===== src/rtl/alu_pkg.sv =====
// Shared opcode, flag-index and controller-state definitions for the
// sequential accumulator ALU.
package alu_pkg;

    typedef enum logic [3:0] {
        OP_ADD  = 4'd0,
        OP_SUB  = 4'd1,
        OP_ADC  = 4'd2,
        OP_SBB  = 4'd3,
        OP_AND  = 4'd4,
        OP_OR   = 4'd5,
        OP_XOR  = 4'd6,
        OP_NOT  = 4'd7,
        OP_SHL  = 4'd8,
        OP_SHR  = 4'd9,
        OP_SAR  = 4'd10,
        OP_ROL  = 4'd11,
        OP_CMP  = 4'd12,
        OP_MUL  = 4'd13,
        OP_PASS = 4'd14,
        OP_INC  = 4'd15
    } op_e;

    localparam int FLAG_C = 3;
    localparam int FLAG_Z = 2;
    localparam int FLAG_N = 1;
    localparam int FLAG_V = 0;

    typedef enum logic {
        IDLE = 1'b0,
        MUL  = 1'b1
    } state_e;

endpackage


===== src/rtl/alu_mul_seq.sv =====
// Unsigned shift-add multiplier: one partial product per cycle, WIDTH steps.
// done is asserted during the last step, with prod already showing the final sum.
module alu_mul_seq #(
    parameter int WIDTH = 8
) (
    input  logic               clk,
    input  logic               rst_n,
    input  logic               start,
    input  logic [WIDTH-1:0]   a,
    input  logic [WIDTH-1:0]   b,
    output logic               done,
    output logic [2*WIDTH-1:0] prod
);
    localparam int CW = $clog2(WIDTH) + 1;

    logic [2*WIDTH-1:0] mcand;
    logic [2*WIDTH-1:0] psum;
    logic [2*WIDTH-1:0] psum_nxt;
    logic [WIDTH-1:0]   mplier;
    logic [CW-1:0]      cnt;
    logic               busy;

    assign psum_nxt = mplier[0] ? (psum + mcand) : psum;
    assign done     = busy && (cnt == CW'(1));
    assign prod     = psum_nxt;

    always_ff @(posedge clk or negedge rst_n) begin
        if (!rst_n) begin
            mcand  <= '0;
            mplier <= '0;
            psum   <= '0;
            cnt    <= '0;
            busy   <= 1'b0;
        end else if (start) begin
            mcand  <= {{WIDTH{1'b0}}, a};
            mplier <= b;
            psum   <= '0;
            cnt    <= CW'(WIDTH);
            busy   <= 1'b1;
        end else if (busy) begin
            psum   <= psum_nxt;
            mcand  <= mcand << 1;
            mplier <= mplier >> 1;
            cnt    <= cnt - CW'(1);
            if (done) busy <= 1'b0;
        end
    end

endmodule


===== src/rtl/alu_seq_acc.sv =====
// Registered ALU with valid/ready handshake, persistent {C,Z,N,V} flags,
// accumulator operand and a multi-cycle multiply.
//
// state | meaning
// IDLE  | accepting ops; single-cycle ops retire on the edge after accept
// MUL   | multiplier stepping; in_ready low until the product registers
module alu_seq_acc
    import alu_pkg::*;
#(
    parameter  int WIDTH = 8,
    localparam int SHW   = $clog2(WIDTH)
) (
    input  logic             clk,
    input  logic             rst_n,
    input  logic             in_valid,
    output logic             in_ready,
    input  logic [3:0]       op,
    input  logic [WIDTH-1:0] a,
    input  logic [WIDTH-1:0] b,
    input  logic             acc_sel,
    output logic             out_valid,
    input  logic             out_ready,
    output logic [WIDTH-1:0] x,
    output logic [3:0]       flags,
    output logic [WIDTH-1:0] acc
);
    localparam logic [SHW:0] WIDTH_S = (SHW + 1)'(WIDTH);

    state_e             state;
    state_e             state_nxt;
    op_e                op_sel;
    logic [WIDTH-1:0]   a_eff;
    logic               accept;
    logic               mul_start;
    logic               mul_done;
    logic [2*WIDTH-1:0] prod;
    logic               complete;

    logic [WIDTH-1:0]   res;
    logic               c_new;
    logic               v_new;
    logic [WIDTH-1:0]   b_op;
    logic               cin;
    logic [WIDTH:0]     wide;
    logic [SHW-1:0]     amt;
    logic [2*WIDTH-1:0] rot_t;

    assign a_eff     = acc_sel ? acc : a;
    assign in_ready  = (state == IDLE) && (!out_valid || out_ready);
    assign accept    = in_valid && in_ready;
    assign mul_start = accept && (op_e'(op) == OP_MUL);
    // While multiplying, the op input is don't-care; the result path must follow MUL.
    assign op_sel    = (state == MUL) ? OP_MUL : op_e'(op);
    assign complete  = (accept && !mul_start) || ((state == MUL) && mul_done);

    alu_mul_seq #(.WIDTH(WIDTH)) u_mul (
        .clk   (clk),
        .rst_n (rst_n),
        .start (mul_start),
        .a     (a_eff),
        .b     (b),
        .done  (mul_done),
        .prod  (prod)
    );

    always_ff @(posedge clk or negedge rst_n) begin
        if (!rst_n) state <= IDLE;
        else        state <= state_nxt;
    end

    always_comb begin
        state_nxt = state;
        case (state)
            IDLE: if (mul_start) state_nxt = MUL;
            MUL:  if (mul_done)  state_nxt = IDLE;
        endcase
    end

    always_comb begin
        res   = '0;
        c_new = 1'b0;
        v_new = 1'b0;
        b_op  = b;
        cin   = 1'b0;
        wide  = '0;
        rot_t = '0;
        amt   = b[SHW-1:0];
        if ({1'b0, amt} >= WIDTH_S) amt = amt - WIDTH_S[SHW-1:0];
        case (op_sel)
            OP_ADD, OP_ADC, OP_INC: begin
                if (op_sel == OP_INC) b_op = {{(WIDTH-1){1'b0}}, 1'b1};
                if (op_sel == OP_ADC) cin = flags[FLAG_C];
                wide  = {1'b0, a_eff} + {1'b0, b_op} + {{WIDTH{1'b0}}, cin};
                res   = wide[WIDTH-1:0];
                c_new = wide[WIDTH];
                v_new = (a_eff[WIDTH-1] == b_op[WIDTH-1]) && (res[WIDTH-1] != a_eff[WIDTH-1]);
            end
            OP_SUB, OP_SBB, OP_CMP: begin
                if (op_sel == OP_SBB) cin = flags[FLAG_C];
                wide  = {1'b0, a_eff} - {1'b0, b} - {{WIDTH{1'b0}}, cin};
                res   = wide[WIDTH-1:0];
                c_new = wide[WIDTH];
                v_new = (a_eff[WIDTH-1] != b[WIDTH-1]) && (res[WIDTH-1] != a_eff[WIDTH-1]);
            end
            OP_AND:  res = a_eff & b;
            OP_OR:   res = a_eff | b;
            OP_XOR:  res = a_eff ^ b;
            OP_NOT:  res = ~a_eff;
            OP_PASS: res = b;
            // A guard bit beside the operand catches the last bit shifted out.
            OP_SHL: begin
                wide  = {1'b0, a_eff} << amt;
                res   = wide[WIDTH-1:0];
                c_new = wide[WIDTH];
            end
            OP_SHR: begin
                wide  = {a_eff, 1'b0} >> amt;
                res   = wide[WIDTH:1];
                c_new = wide[0];
            end
            OP_SAR: begin
                wide  = $signed({a_eff, 1'b0}) >>> amt;
                res   = wide[WIDTH:1];
                c_new = wide[0];
            end
            OP_ROL: begin
                rot_t = {a_eff, a_eff} << amt;
                res   = rot_t[2*WIDTH-1:WIDTH];
                c_new = (amt != '0) && res[0];
            end
            OP_MUL: begin
                res   = prod[WIDTH-1:0];
                c_new = |prod[2*WIDTH-1:WIDTH];
                v_new = c_new;
            end
            default: ;
        endcase
    end

    always_ff @(posedge clk or negedge rst_n) begin
        if (!rst_n) begin
            x         <= '0;
            flags     <= '0;
            acc       <= '0;
            out_valid <= 1'b0;
        end else if (complete) begin
            out_valid       <= 1'b1;
            flags[FLAG_C]   <= c_new;
            flags[FLAG_Z]   <= (res == '0);
            flags[FLAG_N]   <= res[WIDTH-1];
            flags[FLAG_V]   <= v_new;
            if (op_sel != OP_CMP) begin
                x   <= res;
                acc <= res;
            end
        end else if (out_ready) begin
            out_valid <= 1'b0;
        end
    end

endmodule


===== config.mk =====
export PLATFORM = sky130hd
export DESIGN_NAME = alu_seq_acc
export DESIGN_NICKNAME = d
export VERILOG_FILES = /design/src/rtl/alu_pkg.sv /design/src/rtl/alu_mul_seq.sv /design/src/rtl/alu_seq_acc.sv
export SDC_FILE = /design/constraint.sdc
export NUM_CORES = 1
export LEC_CHECK = 0
export BUFFER_PORTS_ARGS = -buffer_cell sky130_fd_sc_hd__buf_2
export CORE_MARGIN = 4
export CORE_UTILIZATION = 25
export CTS_BUF_LIST = sky130_fd_sc_hd__clkbuf_8
export DETAILED_ROUTE_END_ITERATION = 10
export PLACE_DENSITY_LB_ADDON = 0.3
export SETUP_SLACK_MARGIN = 0.15
export SLEW_MARGIN = 20
export SYNTH_ARGS = -nofsm -noshare
export SYNTH_HDL_FRONTEND = slang
export SYNTH_SLANG_ARGS = --single-unit

===== constraint.sdc =====
create_clock -name clk -period 7.85 [get_ports clk]
set_clock_uncertainty 0.2 [all_clocks]
set_input_delay 0 -clock clk [delete_from_list [all_inputs] [get_ports clk]]
set_output_delay 0 -clock clk [all_outputs]
set_load 0.01 [all_outputs]

==> results.py, run 1 <==
metrics = {
    "timing": {
        "fmax_ghz": 0.2658,
        "setup_violations": 0,
        "tightest_slew_ns": 1.204,
        "final_hold_viol_count": 0,
        "period_needed_ns": 3.762,
        "drv_slew": 0,
        "period_share_pct": 47.93,
        "relSlewSlack_pct": 19.10,
        "rsz0062_at_grt": "no",
        "worst_hold_slack_ns": 0.02932,
        "setup_slack_ns": 4.088,
        "tns_ns": 0,
    },
    "setup_path": {
        "critPathLaunchType": "flip-flop",
        "cp_cell_sequence": "nor4b_1 > nand2_1 > fa_1 > inv_1 > fa_1 > nand2b_1 > a2111o_1 > nand2_1 > xor2_1 > o2111ai_1 > o32ai_1 > nand4_1 > o31ai_2",
        "cp_data_required_time_ns": 7.92,
        "critPathSlowestCell": "dfrtp_1",
        "arrival_ns": 3.83,
        "path_max_fanout": 16,
        "critical_path_class": "reg2reg",
        "max_stage_delay_ns": 0.54,
        "crit_path_end_kind": "flip-flop",
    },
    "cells_and_area": {
        "nets": 845,
        "finalCoreUtilization_pct": 28.48,
        "diodes": 0,
        "area_delta_synth_final_pct": 11.86,
        "instances_no_fill": 1091,
        "drive_gt1_share_pct": 12.91,
        "fin_area_mm2": 0.006927,
        "fill_cells": 2622,
    },
    "clock_tree": {
        "post_cts_buffers": 0,
        "clk_latency_ns": 0.37,
        "cts_made_buffers": 9,
        "cts_root_buffer": "clkbuf_8",
        "cts.clk_slew.worst_paths_ns": 0.07,
        "htreeDepth": 3,
        "cts_resized": 0,
        "cts_tree": "built",
        "numClockSinks": 59,
        "cts_max_path_buffers": 2,
    },
    "floorplanning": {
        "io_pins": 47,
        "coreArea_mm2": 0.02432,
        "die_area_mm2": 0.02735,
        "fp-row-count": 57,
        "dieWidth_um": 165.4,
        "initial_utilization_pct": 25.46,
        "dieHeight_um": 165.4,
    },
    "drt": {
        "initialDrtViolationCount": 422,
        "post_drt_wl_per_cell_um": 18.93,
        "firstDrtPassIters": 5,
        "drt_wl_total_mm": 20.66,
        "vias_per_cell": 5.340,
        "postRouteAntennaNets": 0,
        "drc": 0,
        "vias": 5826,
    },
    "logic_synthesis": {
        "ys_types": 79,
        "synth_fa_ha_area_share_pct": 12.33,
        "synth_top_family_by_area": "compound AO/OA/AOI/OAI gates",
        "synth-edff-count": 0,
        "synthSimpleGateAreaFrac_pct": 19.76,
        "synth_top_area_cell": "dfrtp_1",
        "synth_area_mm2": 0.006192,
        "muxShareOfSynthArea_pct": 13.21,
        "ys.flop_type": "dfrtp_1",
        "ys_ff_latch": 59,
        "synth_cells": 742,
        "avgSynthCellArea_um2": 8.345,
        "syn_nets": 825,
        "synthArstFlopShare_pct": 100.0,
        "synth_compound_area_share_pct": 21.68,
        "synth-xor-area-share_pct": 2.970,
        "seq_area_frac_synth_pct": 23.84,
        "synthDominantCellAreaShare_pct": 23.84,
        "yosysWarningCount": 0,
        "yosys-top-cells-area": "dfrtp_1 (24%), ha_1 (11%), mux2i_1 (6.5%), nor2_1 (4.3%), nand2_1 (4.2%)",
    },
    "global_routing": {
        "grt-ovfl-total": 0,
        "track_usage_pct": 15.18,
        "grt_start_max_net_pins": 60,
        "antenna_found_initial": 0,
        "grt_pass1_wl_mm": 32.40,
        "first_global_vias": 5665,
    },
    "power": {
        "p_leak_nw": 2.898,
        "vdd_drop_max_mv": 0.09805,
        "powerDensity_mw_per_mm2": 320.5,
        "total_power_mw": 2.220,
    },
    "placement": {
        "hpwl_mm": 15.17,
        "place_congestion": 0.9356,
        "dp_slack_ns": 4.123,
        "port_buffers": 46,
        "dp.cells": 1065,
        "postPlaceCellArea_mm2": 0.006636,
    },
    "hold_path": {
        "hold_class": "in2reg",
    },
    "job": {
        "drv_cap": 0,
    },
    "run_status": {
        "outcome": "completed",
    },
}
-- logic make-up (layout without fill, tap and decap cells) --
kind of cell               count (synthesis)  in the layout
muxes                                     64             64
xor gates and xnor gates                  21             21
buffers and inverters                     91            116
adders and majority gates                 58             58
DFF                                       59             59
AOI/OAI and AO/OA                        196            196
and+or+nand+nor                          253            253
-- cell type report --
class	instances	area, um^2	area share (%)
multi-input combinational	592	4337	62.61
sequential	59	1478	21.33
tap	324	405.4	5.853
timing repair buffer	62	375.4	5.419
inverter	38	145.1	2.095
clock buffer	9	123.9	1.788
clock inverter	7	62.56	0.9032
-- cell usage after synthesis (4+ instances only) --
master,number
a211oi_1,14
a21o_1,5
a21oi_1,39
a221oi_1,8
a31oi_1,6
a32oi_1,4
and2_1,4
and3_1,4
buf_4,8
clkbuf_1,41
dfrtp_1,59
fa_1,5
ha_1,53
inv_1,32
mux2_2,11
mux2i_1,40
mux4_1,5
mux4_2,5
nand2_1,70
nand2b_1,6
nand3_1,28
nand4_1,5
nor2_1,71
nor2b_1,11
nor3_1,20
nor3b_1,9
nor4_1,5
o2111ai_1,11
o211ai_1,5
o21a_1,12
o21ai_0,42
o22ai_1,6
o32ai_1,6
xnor2_1,14
xor2_1,7
-- cell usage in the layout (no fill, tap or decap), types with 6 or more instances in the layout --
cell	n
nor2b_1	11
a211oi_1	14
inv_1	34
mux2i_1	40
o22ai_1	6
ha_1	53
clkbuf_8	9
a21oi_1	39
o21a_1	12
o32ai_1	6
o2111ai_1	11
nand2_1	70
mux2_2	11
dlygate4sd3_1	10
nand3_1	28
a221oi_1	8
nand2b_1	6
xnor2_1	14
buf_4	6
dfrtp_1	58
a31oi_1	6
buf_2	46
nor2_1	71
nor3b_1	9
xor2_1	7
o21ai_0	42
nor3_1	20
-- registers in the layout, summed over array words and instances (netlist names) --
name	cells
u_mul.busy	1
u_mul.mcand	16
u_mul.psum	16
u_mul.cnt	4
u_mul.mplier	8
flags	4
state	1
out_valid	1
acc	8
-- worst max-delay path, delay by kind of cell (launching register included) --
family	cells	cell delay (ns)
AOI/OAI and AO/OA	4	1.17
and+or+nand+nor	5	0.93
adders and majority gates	2	0.61
DFF	1	0.54
xor gates and xnor gates	1	0.15
buffers and inverters	1	0.09
-- repair_timing --
item | in CTS | in global routing
endpoints found under the hold margin | 71 | 0
hold buffers | 10 | 0
setup endpoints to repair | 0 | 0
-- final timing paths --
kind,start,to,cells past startpoint,slack (ns)
max,state,flags[2],13,4.09
min,a[1],u_mul.mcand[1],4,0.03
max reg2reg,state,flags[2],13,4.09
min reg2reg,flags[2],flags[2],2,0.30
max in group asynchronous,rst_n,u_mul.busy,3,6.69
min in group asynchronous,rst_n,u_mul.mcand[10],3,0.12
-- report_power, final --
| part | switching (mW) | total [mW] | internal, mW | leakage, nW |
|---|---|---|---|---|
| Sequential | 0.125 | 0.550 | 0.424 | 0.747 |
| Combinational | 0.833 | 1.39 | 0.556 | 2.05 |
| Clock | 0.138 | 0.281 | 0.143 | 0.0976 |
| Total | 1.10 | 2.22 | 1.12 | 2.90 |
-- layer usage --
metal / vias up / routed length, um / GRT usage (%)
li1: 2782 / - / -
met1: 2806 / 9770 / 21.58
met2: 189 / 8972 / 22.90
met3: 49 / 1242 / 2.283
met4: 0 / 670 / 6.374
met5: - / 0 / 0
Power figures use the tool's default switching activity.
==> run 2, diff against run 1 <==
clock period = 3.1 ns   (was 7.85 ns; I/O delays follow)
==> run 2 against run 1 <==
Against the previous run: the flow now finishes with violations (setup timing); cell count rose by 10%; cell area is 16% higher; clock power rose to 3.0 times the previous value; via count is 7.9% higher; global-route usage grew 1.5 points; largest cell class unchanged.
==> results.py, run 2 (synthesis gave the netlist of run 1 again) <==
metrics = {
    "run_status": {
        "outcome": "finished, violations left",
        "failed_checks": "setup timing",
    },
    "cells_and_area": {
        "nets": 956,
        "layout_commonest_cell": "buf_4",
        "largestRegisters": "u_mul.mcand x16, u_mul.psum x16",
        "fill_cells": 2539,
        "diodes": 0,
        "layout_common_cells": "buf_4 (110), nor2_1 (71), nand2_1 (69)",
        "drive_gt1_share_pct": 27.22,
        "finalCoreUtilization_pct": 32.94,
        "area_delta_synth_final_pct": 29.38,
    },
    "timing": {
        "tns_ns": -0.5623,
        "worst_hold_slack_ns": 0.05157,
        "tightest_slew_ns": 0.8085,
        "fmax_ghz": 0.3049,
        "setup_slack_ns": -0.1796,
        "final_hold_viol_count": 0,
        "period_needed_ns": 3.280,
        "setup_violations": 6,
        "period_share_pct": 105.8,
        "drv_slew": 0,
        "relSlewSlack_pct": 45.98,
        "rsz0062_at_grt": "yes",
    },
    "setup_path": {
        "worstReg2RegStart": "state",
        "path_max_fanout": 3,
        "critPathLaunchType": "flip-flop",
        "max_stage_delay_ns": 0.41,
        "crit_path_end_kind": "flip-flop",
        "cp_data_required_time_ns": 3.14,
        "startpoint": "state",
        "cp_cell_sequence": "nor4b_4 > nand2_1 > fa_2 > buf_4 > ha_4 > nand3_2 > o2111ai_2 > a21o_1 > a21oi_2 > xnor2_1 > a32oi_1 > o211ai_1 > mux2_4",
        "critPathSlowestCell": "dfrtp_1",
        "arrival_ns": 3.32,
        "critical_path_class": "reg2reg",
    },
    "global_routing": {
        "grt_start_max_net_pins": 36,
        "antenna_found_initial": 0,
        "track_usage_pct": 16.67,
        "grt_pass1_wl_mm": 35.25,
        "grt-ovfl-total": 0,
        "first_global_vias": 6108,
    },
    "floorplanning": {
        "die_area_mm2": 0.02735,
        "coreArea_mm2": 0.02432,
        "fp-row-count": 57,
        "dieHeight_um": 165.4,
        "initial_utilization_pct": 25.46,
        "io_pins": 47,
        "dieWidth_um": 165.4,
    },
    "drt": {
        "vias": 6287,
        "postRouteAntennaNets": 0,
        "drc": 0,
        "initialDrtViolationCount": 505,
        "firstDrtPassIters": 5,
        "drt_wl_total_mm": 22.55,
        "post_drt_wl_per_cell_um": 18.76,
        "vias_per_cell": 5.230,
    },
    "clock_tree": {
        "htreeDepth": 3,
        "clk_latency_ns": 0.36,
        "cts_root_buffer": "clkbuf_8",
        "numClockSinks": 59,
        "cts_made_buffers": 9,
        "cts_max_path_buffers": 2,
        "cts.clk_slew.worst_paths_ns": 0.08,
        "cts_tree": "built",
    },
    "placement": {
        "port_buffers": 46,
        "place_congestion": 0.9620,
        "hpwl_mm": 17.38,
    },
    "power": {
        "powerDensity_mw_per_mm2": 824.1,
        "vdd_drop_max_mv": 0.2664,
        "p_leak_nw": 3.499,
        "total_power_mw": 6.602,
    },
    "hold_path": {
        "min_from": "a[0]",
        "hold_class": "in2reg",
    },
    "job": {
        "drv_cap": 0,
    },
}
## run 2: worst paths after layout
| path | end | slack [ns] | cells after the start |
|---|---|---|---|
| setup / recovery | acc[7] | -0.18 | 13 |
| min in group asynchronous | u_mul.psum[1] | 0.41 | 3 |
| hold / removal | u_mul.mcand[0] | 0.05 | 6 |
| setup reg to reg | acc[7] | -0.18 | 13 |
| max in group asynchronous | u_mul.cnt[3] | 0.87 | 4 |
| hold reg to reg | flags[2] | 0.32 | 2 |
## run 2: layout make-up
type	count	area (um^2)	share of cell area [%]
Inverter	38	145.1	1.812
Sequential cell	59	1478	18.44
Clock buffer	9	123.9	1.546
Clock inverter	7	92.59	1.156
Timing Repair Buffer	173	1249	15.59
Multi-Input combinational cell	592	4518	56.40
Tap cell	324	405.4	5.060
## run 2: per-stage QoR
step | setup slack, ns | cell area, um^2 | std cells
floorplan | -0.06231 | 6254 | 742
global placement | -0.09480 | 7443 | 1165
detailed placement | -0.1667 | 7443 | 1165
CTS | -0.06438 | 7856 | 1196
global route | -0.3067 | 8011 | 1202
finish | -0.1796 | 8011 | 1202
## run 2: worst max-delay path: cells and delay by family (launching register included)
family,cells,cell delay (ns)
compound gates,5,0.86
xor+xnor,1,0.15
buf+inv,1,0.15
simple gates,3,0.44
fa+ha+maj,2,0.62
flops,1,0.41
mux,1,0.32
## run 2: repair_timing
action | 4_1_cts | 5_1_grt
hold buffers | 13 | 0
endpoints found under the hold margin | 37 | 0
resized for setup | 15 | 22
setup endpoints to repair | 8 | 14
pin swaps | 8 | 15
buffers inserted | 2 | 6
## run 2: metal layers
layer,global-route usage [%],wire (um),up-vias,share of wire (%)
met4,5.587,594,0,2.6
met1,23.88,10370,3026,46
li1,-,-,3000,-
met2,24.96,9926,223,44
met5,0,0,-,0
met3,3.400,1658,38,7.4
## run 2: report_power, final
group          switching [mW]  internal, mW
Combinational            2.39          2.02
Sequential              0.288          1.07
Clock                   0.378         0.451
==> run 3, diff against run 2 <==
CORE_ASPECT_RATIO = 1.5   (was default)
PLACE_DENSITY = 0.46   (was default)
PLACE_DENSITY_LB_ADDON = default   (was 0.3)
==> run 3 against run 2 <==
Against the previous run: the run still ends with setup timing left; combinational power is 4.8% higher; worst setup slack worse by 0.015 ns; critical path depth is 1 higher; cell count is 0.92% higher; register-to-register slack worse by 0.02 ns; largest cell class unchanged; largest power group unchanged; highest routed layer unchanged.
==> results.py, run 3 (synthesis gave the netlist of run 1 again) <==
metrics = {
    "power": {
        "total_power_mw": 6.781,
        "vdd_drop_max_mv": 0.2582,
        "powerDensity_mw_per_mm2": 834.8,
        "p_leak_nw": 3.567,
    },
    "floorplanning": {
        "fp-row-count": 70,
        "dieHeight_um": 200.8,
        "dieWidth_um": 136.5,
        "die_area_mm2": 0.02740,
        "coreArea_mm2": 0.02444,
        "initial_utilization_pct": 25.34,
        "io_pins": 47,
    },
    "setup_path": {
        "critPathLaunchType": "flip-flop",
        "crit_path_end_kind": "flip-flop",
        "path_max_fanout": 3,
        "arrival_ns": 3.37,
        "cp_data_required_time_ns": 3.17,
        "max_stage_delay_ns": 0.42,
        "path_delay_family": "compound AO/OA/AOI/OAI gates",
        "critical_path_class": "reg2reg",
        "path_buf_inv": 2,
        "critPathSlowestCell": "dfrtp_1",
        "cp_cell_sequence": "nor4b_4 > nand2_1 > fa_2 > inv_2 > fa_2 > nand2b_1 > a2111o_1 > nand2_2 > xor2_2 > o2111ai_2 > o32ai_2 > buf_4 > nand4_1 > o31ai_2",
        "timing.critical_path.mode_cell": "fa_2",
    },
    "clock_tree": {
        "clk_latency_ns": 0.36,
        "cts_max_path_buffers": 2,
        "cts_root_buffer": "clkbuf_8",
        "cts_tree": "built",
        "cts.clk_slew.worst_paths_ns": 0.09,
        "cts_made_buffers": 9,
        "htreeDepth": 3,
        "numClockSinks": 59,
    },
    "drt": {
        "vias": 6335,
        "vias_per_cell": 5.223,
        "drt_wl_total_mm": 24.40,
        "initialDrtViolationCount": 341,
        "postRouteAntennaNets": 0,
        "post_drt_wl_per_cell_um": 20.11,
        "drc": 0,
        "firstDrtPassIters": 5,
    },
    "cells_and_area": {
        "diodes": 0,
        "drive_gt1_share_pct": 29.02,
        "layout_commonest_cell": "buf_4",
        "layout_common_cells": "buf_4 (125), nor2_1 (70), nand2_1 (69)",
        "area_delta_synth_final_pct": 31.18,
        "largestRegisters": "u_mul.mcand x16, u_mul.psum x16",
        "nets": 967,
        "fin_area_mm2": 0.008123,
    },
    "timing": {
        "setup_violations": 6,
        "relSlewSlack_pct": 46.43,
        "period_share_pct": 106.3,
        "tightest_slew_ns": 0.8035,
        "fmax_ghz": 0.3035,
        "period_needed_ns": 3.295,
        "final_hold_viol_count": 0,
        "rsz0062_at_grt": "yes",
        "setup_slack_ns": -0.1947,
        "drv_slew": 0,
    },
    "run_status": {
        "outcome": "finished, violations left",
        "failed_checks": "setup timing",
    },
    "placement": {
        "place_congestion": 0.9379,
        "dp_slack_ns": -0.3682,
        "postPlaceCellArea_mm2": 0.007536,
        "hpwl_mm": 19.62,
        "port_buffers": 46,
    },
    "job": {
        "drv_cap": 0,
    },
    "global_routing": {
        "antenna_found_initial": 0,
        "grt_pass1_wl_mm": 37.18,
        "grt-ovfl-total": 0,
        "first_global_vias": 6341,
        "track_usage_pct": 17.61,
        "grt_start_max_net_pins": 41,
    },
    "hold_path": {
        "hold_class": "in2async",
    },
}
-- run 3: where the power goes --
group | internal [mW] | switching, mW
Combinational | 2.12 | 2.49
Clock | 0.451 | 0.366
Sequential | 1.08 | 0.273
Total | 3.65 | 3.13
-- run 3: worst paths after layout --
check	startpoint	to	slack, ns	cells after the start
max in group asynchronous	rst_n	u_mul.psum[13]	1.87	3
setup / recovery	state	flags[2]	-0.19	14
hold / removal	rst_n	u_mul.mplier[1]	0.08	2
setup reg to reg	state	flags[2]	-0.19	14
min in group clk	a[4]	u_mul.mcand[4]	0.09	6
hold reg to reg	flags[2]	flags[2]	0.31	2
-- run 3: timing repair --
action / in CTS / in global routing
pin swaps: 15 / 10
setup endpoints to repair: 9 / 12
hold buffers: 10 / 0
hold endpoints to repair: 42 / 0
gates resized for setup: 28 / 14
buffers inserted: 6 / 2
cloned: 0 / 0
-- run 3: worst reg2reg max path: stages, from the launching register on --
cell,delay (ns)
dfrtp_1,0.42
nor4b_4,0.25
nand2_1,0.11
fa_2,0.38
inv_2,0.07
fa_2,0.18
nand2b_1,0.07
a2111o_1,0.40
nand2_2,0.09
xor2_2,0.17
o2111ai_2,0.16
o32ai_2,0.29
buf_4,0.15
nand4_1,0.11
o31ai_2,0.18
-- run 3: area by class of cell --
type | count | area, um^2
Inverter | 38 | 145.1
Fill cell | 2567 | 16310
Multi-Input combinational cell | 592 | 4566
Timing Repair Buffer | 184 | 1311
Clock inverter | 7 | 93.84
Tap cell | 324 | 405.4
Sequential cell | 59 | 1478
Clock buffer | 9 | 123.9
-- run 3: metrics by stage --
stage / hold WS [ns] / setup TNS, ns / instances / util [%]
floorplan: -0.4956 / -0.1598 / 742 / -
global placement: -0.06198 / -1.434 / 1179 / 30.84
detailed placement: -0.06783 / -1.442 / 1179 / 30.84
CTS: 0.06478 / -0.6993 / 1211 / 32.89
global route: 0.1073 / -2.108 / 1213 / 33.24
finish: 0.07603 / -0.8034 / 1213 / 33.24
-- run 3: routing by layer --
metal	GRT usage, %	vias up	wire (um)
met5	0	-	0
met4	8.213	0	1231
met3	1.981	70	708
met2	33.07	171	13150
met1	19.18	3064	9306
li1	-	3030	-
